$ cat config.mk
export PLATFORM = sky130hd
export DESIGN_NAME = weight_load_sequencer
export DESIGN_NICKNAME = d
export VERILOG_FILES = /design/src/rtl/weight_load_pkg.sv /design/src/rtl/rd_valid_delay.sv /design/src/rtl/weight_load_sequencer.sv
export SDC_FILE = /design/constraint.sdc
export NUM_CORES = 1
export LEC_CHECK = 0
export ABC_AREA = 0
export CAP_MARGIN = 0
export CELL_PAD_IN_SITES_DETAIL_PLACEMENT = 2
export CELL_PAD_IN_SITES_GLOBAL_PLACEMENT = 2
export CORE_UTILIZATION = 31
export DETAILED_ROUTE_END_ITERATION = 8
export HOLD_SLACK_MARGIN = 0.15
export PLACE_DENSITY = 0.87
export REMOVE_ABC_BUFFERS = 1
export SETUP_SLACK_MARGIN = 0.15
export SYNTH_ARGS = -nofsm -noshare
export SYNTH_HDL_FRONTEND = slang
export SYNTH_SLANG_ARGS = --single-unit
$ cat constraint.sdc
create_clock -name clk -period 2.3 [get_ports clk]
set_input_delay 0.345 -clock clk [delete_from_list [all_inputs] [get_ports clk]]
set_output_delay 0.345 -clock clk [all_outputs]
set_load 0.01 [all_outputs]
$ cat src/rtl/weight_load_pkg.sv
// weight_load_pkg: shared constants and FSM encoding for the weight load sequencer
package weight_load_pkg;
  localparam int NUM_IN = 81;
  localparam int NUM_OUT = 64;
  localparam int ADDR_W = 12;
  localparam int GRP_W = 8;
  localparam int RD_LAT_DEF = 2;
  typedef enum logic [1:0] {S_IDLE, S_ISSUE, S_DRAIN, S_FIN} state_t;
endpackage

$ cat src/rtl/rd_valid_delay.sv
// rd_valid_delay: LAT-deep shift of the SRAM read enable, aligned with read data
//   clk, rstn : clock, async active-low clear
//   in_valid  : read enable issued this cycle
//   out_valid : read enable delayed LAT cycles (data valid at SRAM output)
module rd_valid_delay #(
  parameter int LAT = 2
) (
  input  logic clk,
  input  logic rstn,
  input  logic in_valid,
  output logic out_valid
);
  logic [LAT-1:0] sr_q, sr_d;
  always_comb sr_d = (sr_q << 1) | LAT'(in_valid);
  always_ff @(posedge clk or negedge rstn)
    if (!rstn) sr_q <= '0;
    else sr_q <= sr_d;
  assign out_valid = sr_q[LAT-1];
endmodule

$ cat src/rtl/weight_load_sequencer.sv
// weight_load_sequencer: issues whole 81-word groups from weight SRAM and counts converter outputs
//   start/cfg_base_addr/cfg_num_grp : load request and its configuration
//   stall                           : hold new reads (in-flight reads still land)
//   mem_rd_en/mem_rd_addr           : weight SRAM read port
//   cnv_valid_in/cnv_valid_out      : converter handshake
//   out_cnt/busy/done/err           : load progress, completion pulse, sticky stray-output flag
module weight_load_sequencer
  import weight_load_pkg::*;
#(
  parameter int ADDR_WIDTH = ADDR_W,
  parameter int GRP_WIDTH = GRP_W,
  parameter int RD_LAT = RD_LAT_DEF
) (
  input  logic                  clk,
  input  logic                  rstn,
  input  logic                  start,
  input  logic [ADDR_WIDTH-1:0] cfg_base_addr,
  input  logic [GRP_WIDTH-1:0]  cfg_num_grp,
  input  logic                  stall,
  output logic                  mem_rd_en,
  output logic [ADDR_WIDTH-1:0] mem_rd_addr,
  output logic                  cnv_valid_in,
  input  logic                  cnv_valid_out,
  output logic [GRP_WIDTH+6:0]  out_cnt,
  output logic                  busy,
  output logic                  done,
  output logic                  err
);
  localparam int CW = GRP_WIDTH + 7;
  state_t state_q, state_d;
  logic [ADDR_WIDTH-1:0] base_q, base_d, addr_q, addr_d;
  logic [CW-1:0] tot_in_q, tot_in_d, tot_out_q, tot_out_d, issued_q, issued_d, out_cnt_q, out_cnt_d;
  logic rd_en_q, rd_en_d, busy_q, busy_d, done_q, done_d, err_q, err_d;
  logic [CW-1:0] grp;
  assign grp = CW'(cfg_num_grp);
  always_comb begin
    state_d = state_q;
    base_d = base_q;
    addr_d = addr_q;
    tot_in_d = tot_in_q;
    tot_out_d = tot_out_q;
    issued_d = issued_q;
    rd_en_d = 1'b0;
    done_d = 1'b0;
    out_cnt_d = out_cnt_q + CW'(busy_q & cnv_valid_out);
    err_d = err_q | (state_q == S_IDLE && cnv_valid_out);
    case (state_q)
      S_IDLE: if (start) begin
        base_d = cfg_base_addr;
        // 81*n and 64*n as shift-adds, computed once per load
        tot_in_d = (grp << 6) + (grp << 4) + grp;
        tot_out_d = grp << $clog2(NUM_OUT);
        issued_d = '0;
        out_cnt_d = '0;
        err_d = 1'b0;
        state_d = (cfg_num_grp != '0) ? S_ISSUE : S_FIN;
      end
      S_ISSUE: if (!stall) begin
        rd_en_d = 1'b1;
        addr_d = base_q + ADDR_WIDTH'(issued_q);
        issued_d = issued_q + 1'b1;
        state_d = (issued_d == tot_in_q) ? S_DRAIN : S_ISSUE;
      end
      S_DRAIN: state_d = (out_cnt_q == tot_out_q) ? S_FIN : S_DRAIN;
      S_FIN: begin
        done_d = 1'b1;
        state_d = S_IDLE;
      end
    endcase
    busy_d = state_d != S_IDLE;
  end
  always_ff @(posedge clk or negedge rstn)
    if (!rstn) begin
      state_q <= S_IDLE;
      base_q <= '0;
      addr_q <= '0;
      tot_in_q <= '0;
      tot_out_q <= '0;
      issued_q <= '0;
      out_cnt_q <= '0;
      rd_en_q <= 1'b0;
      busy_q <= 1'b0;
      done_q <= 1'b0;
      err_q <= 1'b0;
    end else begin
      state_q <= state_d;
      base_q <= base_d;
      addr_q <= addr_d;
      tot_in_q <= tot_in_d;
      tot_out_q <= tot_out_d;
      issued_q <= issued_d;
      out_cnt_q <= out_cnt_d;
      rd_en_q <= rd_en_d;
      busy_q <= busy_d;
      done_q <= done_d;
      err_q <= err_d;
    end
  rd_valid_delay #(.LAT(RD_LAT)) u_dly (
    .clk(clk),
    .rstn(rstn),
    .in_valid(rd_en_q),
    .out_valid(cnv_valid_in)
  );
  assign mem_rd_en = rd_en_q;
  assign mem_rd_addr = addr_q;
  assign out_cnt = out_cnt_q;
  assign busy = busy_q;
  assign done = done_q;
  assign err = err_q;
endmodule
==> impl_metrics.json <==
{
  "ant_nets": 0,
  "drc": 0,
  "clock_latency_ns": 0.36,
  "fp.dieW_um": 126.1,
  "seq_area_mm2": 0.002027,
  "place_area_mm2": 0.005761,
  "syn2layout_area_growth_pct": 32.79,
  "crit_path_top_delay_cell": "dfrtp_1",
  "syn_area_mm2": 0.004777,
  "r2r_end": "mem_rd_addr[10]",
  "cp-end-kind": "flip-flop",
  "cp_slowest_stage_delay_ns": 0.36,
  "grt_usage_pct": 21.48,
  "die_area_mm2": 0.01591,
  "core-area_mm2": 0.01515,
  "syn_inst": 530,
  "final_nets": 680,
  "synth_seq_area_share_pct": 42.43,
  "p_per_area_mw_per_mm2": 1086,
  "cts_tree": "yes",
  "r2r_setup_slack_ns": 0.17,
  "critPathBufInv": 2,
  "start_util_pct": 31.54,
  "multi_input_area_mm2": 0.002783,
  "final_util_pct": 41.88,
  "gp_congestion": 0.8499,
  "fin_crit_ns": 2.128,
  "ys.flop_type": "dfrtp_1",
  "hp-start": "u_dly.sr_q[0]",
  "layout-drive-gt1-share_pct": 17.68,
  "filler_cell_count": 1621,
  "hpwl_um": 11260,
  "yosysTopAreaCell": "dfrtp_1",
  "power.leakage_uw": 0.002831,
  "clk_path_buf_depth": 2,
  "fmax_mhz": 469.8,
  "hold_depth": 0,
  "synth.top_cell.area_share_pct": 42.43,
  "criticalPathCategory": "reg -> reg",
  "wl_per_cell_um": 20.30,
  "overflow": 0,
  "synth.top_cells.by_area": "dfrtp_1 42%, nand2_1 8.6%, ha_1 7.3%",
  "outcome": "finished clean",
  "worstPathRequired_ns": 2.59,
  "ff2ff_path_depth": 10,
  "ys_ff_latch": 81,
  "grt_antenna_before_repair": 0,
  "root_buffer": "clkbuf_16",
  "crit_chain": "ha_2 -> inv_1 -> fa_2 -> nor2b_2 -> o21ai_2 -> a21oi_4 -> o311ai_1 -> buf_4 -> a21oi_1 -> nand3b_1",
  "reg2reg_from": "base_q[0]",
  "min_to": "u_dly.sr_q[1]",
  "worst_setup_path_start_kind": "flip-flop",
  "cts.clk_slew.worst_paths_ns": 0.06,
  "antenna_cells": 0,
  "num_vias": 4298,
  "async_flop_share_pct": 100.0,
  "avgSynthCellArea_um2": 9.013,
  "synth-xor-area-share_pct": 10.45,
  "synth_fa_ha_area_share_pct": 9.010,
  "max_cap_viol_count": 0,
  "slew_violations": 0,
  "setup_viol": 0,
  "num_rows": 45,
  "rsz0062_at_grt": "yes",
  "cts_made_buffers": 9,
  "path_delay_family": "compound AO/OA/AOI/OAI gates",
  "dr.pass1.iters": 4,
  "power_uw": 6892,
  "synth_cell_type_count": 51,
  "grt_max_degree": 59,
  "finalCritPeriodShare_pct": 92.54,
  "clock-skew-final_ns": 0.009538,
  "via_per_inst": 5.267,
  "cts_htree_levels": 3,
  "synth_mux_area_share_pct": 0.4191,
  "fp.dieH_um": 126.1,
  "port_buffers": 56,
  "irDropWorstVdd_mv": 0.4487,
  "routed_wl_um": 16570,
  "clock_sink_count": 81,
  "arrival_ns": 2.42,
  "yosys_warnings": 0,
  "min_path_type": "reg -> reg",
  "ioPinCount": 57,
  "first_global_vias": 4841,
  "fin_area_mm2": 0.006344,
  "synth_edf_count": 0,
  "crit_fanout": 3,
  "drtIter0Drc": 144,
  "slew_headroom_pct": 44.88,
  "hold_viol_final": 0,
  "tightest_slew_ns": 0.8237,
  "synth_top_family_by_area": "simple AND/OR/NAND/NOR gates",
  "synth_compound_area_share_pct": 12.99,
  "synthSimpleGateAreaFrac_pct": 21.45,
  "grt_pass1_wl_um": 26290
}
cells in the final DEF, fill, tap and decap left out, drive strengths merged, types with 5 or more instances in the layout:
master / n
a21oi: 22
a31oi: 5
and2: 10
and3: 7
and4: 6
buf: 48
clkbuf: 15
clkdlybuf4s50: 47
clkinvlp: 5
dfrtp: 81
ha: 28
inv: 18
nand2: 109
nand3: 18
nand4: 8
nor2: 37
o21ai: 40
o31ai: 7
xnor2: 32
xor2: 25
worst register-to-register path, delay by kind of cell, from the launching register on:
| family | cells | cell delay (ns) |
|---|---|---|
| compound gates | 4 | 0.64 |
| fa+ha+maj | 2 | 0.58 |
| buf+inv | 2 | 0.24 |
| flops | 1 | 0.36 |
| simple gates | 2 | 0.26 |
sequential cells by signal, summed over array words and instances (netlist names):
| name | count |
|---|---|
| out_cnt | 15 |
| tot_out_q | 4 |
| done | 1 |
| tot_in_q | 15 |
| base_q | 12 |
| mem_rd_en | 1 |
| busy | 1 |
| state_q | 2 |
| issued_q | 15 |
| mem_rd_addr | 12 |
| err | 1 |
| u_dly.sr_q | 2 |
per-layer routing:
layer	up-vias	global-route usage (%)	share of wire [%]
met5	-	0	0
met4	0	5.315	1.3
met3	16	4.036	2.2
met2	66	40.30	53
met1	2206	24.95	43
li1	2010	-	-
how the worst max path moves through the flow:
stage                        start         endpoint  slack, ns  depth (start not counted)
floorplan           cfg_num_grp[0]     tot_in_q[13]      -0.07                          8
global placement    cfg_num_grp[0]     tot_in_q[13]      -0.61                          9
detailed placement  cfg_num_grp[0]     tot_in_q[12]      -0.74                          9
CTS                 cfg_num_grp[2]     tot_in_q[12]       0.14                          9
global route           issued_q[8]  mem_rd_addr[11]     -0.001                          7
finish                   base_q[0]  mem_rd_addr[10]       0.17                         10
kinds of logic after synthesis:
logic type | Yosys count
mux | 2
fa+ha+maj | 32
buf+inv | 38
flops | 81
compound gates | 101
simple gates | 219
xor+xnor | 57
per-stage QoR:
| stage | setup TNS, ns | hold WS [ns] | setup slack, ns | cells |
|---|---|---|---|---|
| global placement | -3.112 | 0.2689 | -0.6116 | 786 |
| floorplan | -0.1120 | 0.04941 | -0.07246 | 510 |
| finish | 0 | 0.3613 | 0.1716 | 816 |
| detailed placement | -4.464 | 0.2768 | -0.7408 | 786 |
| CTS | 0 | 0.3680 | 0.1400 | 810 |
| global route | -0.001170 | 0.3709 | -0.001170 | 816 |
synthesized netlist by cell type (all sizes together), types with 3 or more instances:
cell and n:
o311ai 3, fa 4, inv 18, and4 6
a21oi 22, buf 5, xor2 25, and2 10
o31ai 7, ha 28, nor3b 3, nand3 18
clkbuf 15, nor2 37, o21bai 3, nor3 4
nand4 8, a211oi 4, and3 7, dfrtp 81
nor4 4, a21o 4, a31o 3, or3 4
nand2 109, o21ai 40, xnor2 32, a31oi 5
timing repair:
| item | CTS | global route |
|---|---|---|
| hold buffers | 1 | 0 |
| pin swaps | 21 | 27 |
| setup endpoints to repair | 14 | 14 |
| hold endpoints to repair | 23 | 0 |
| buffers inserted | 7 | 6 |
| gates resized for setup | 36 | 34 |
layout make-up:
class | count | share of cell area (%)
multi-input cells | 411 | 43.87
flip-flops and latches | 81 | 31.95
inverters | 18 | 1.065
repair buffers | 102 | 14.58
clock buffers | 10 | 3.767
clock inverters | 6 | 1.065
well taps | 188 | 3.708
power breakdown:
| group | total, µW | switching (µW) | leakage, µW | internal, µW |
|---|---|---|---|---|
| combinational | 3050 | 1610 | 0.00166 | 1440 |
| sequential | 2340 | 438 | 0.00104 | 1900 |
| clock | 1500 | 632 | 0.000133 | 870 |
No activity file was read; power rests on OpenSTA's default activity.
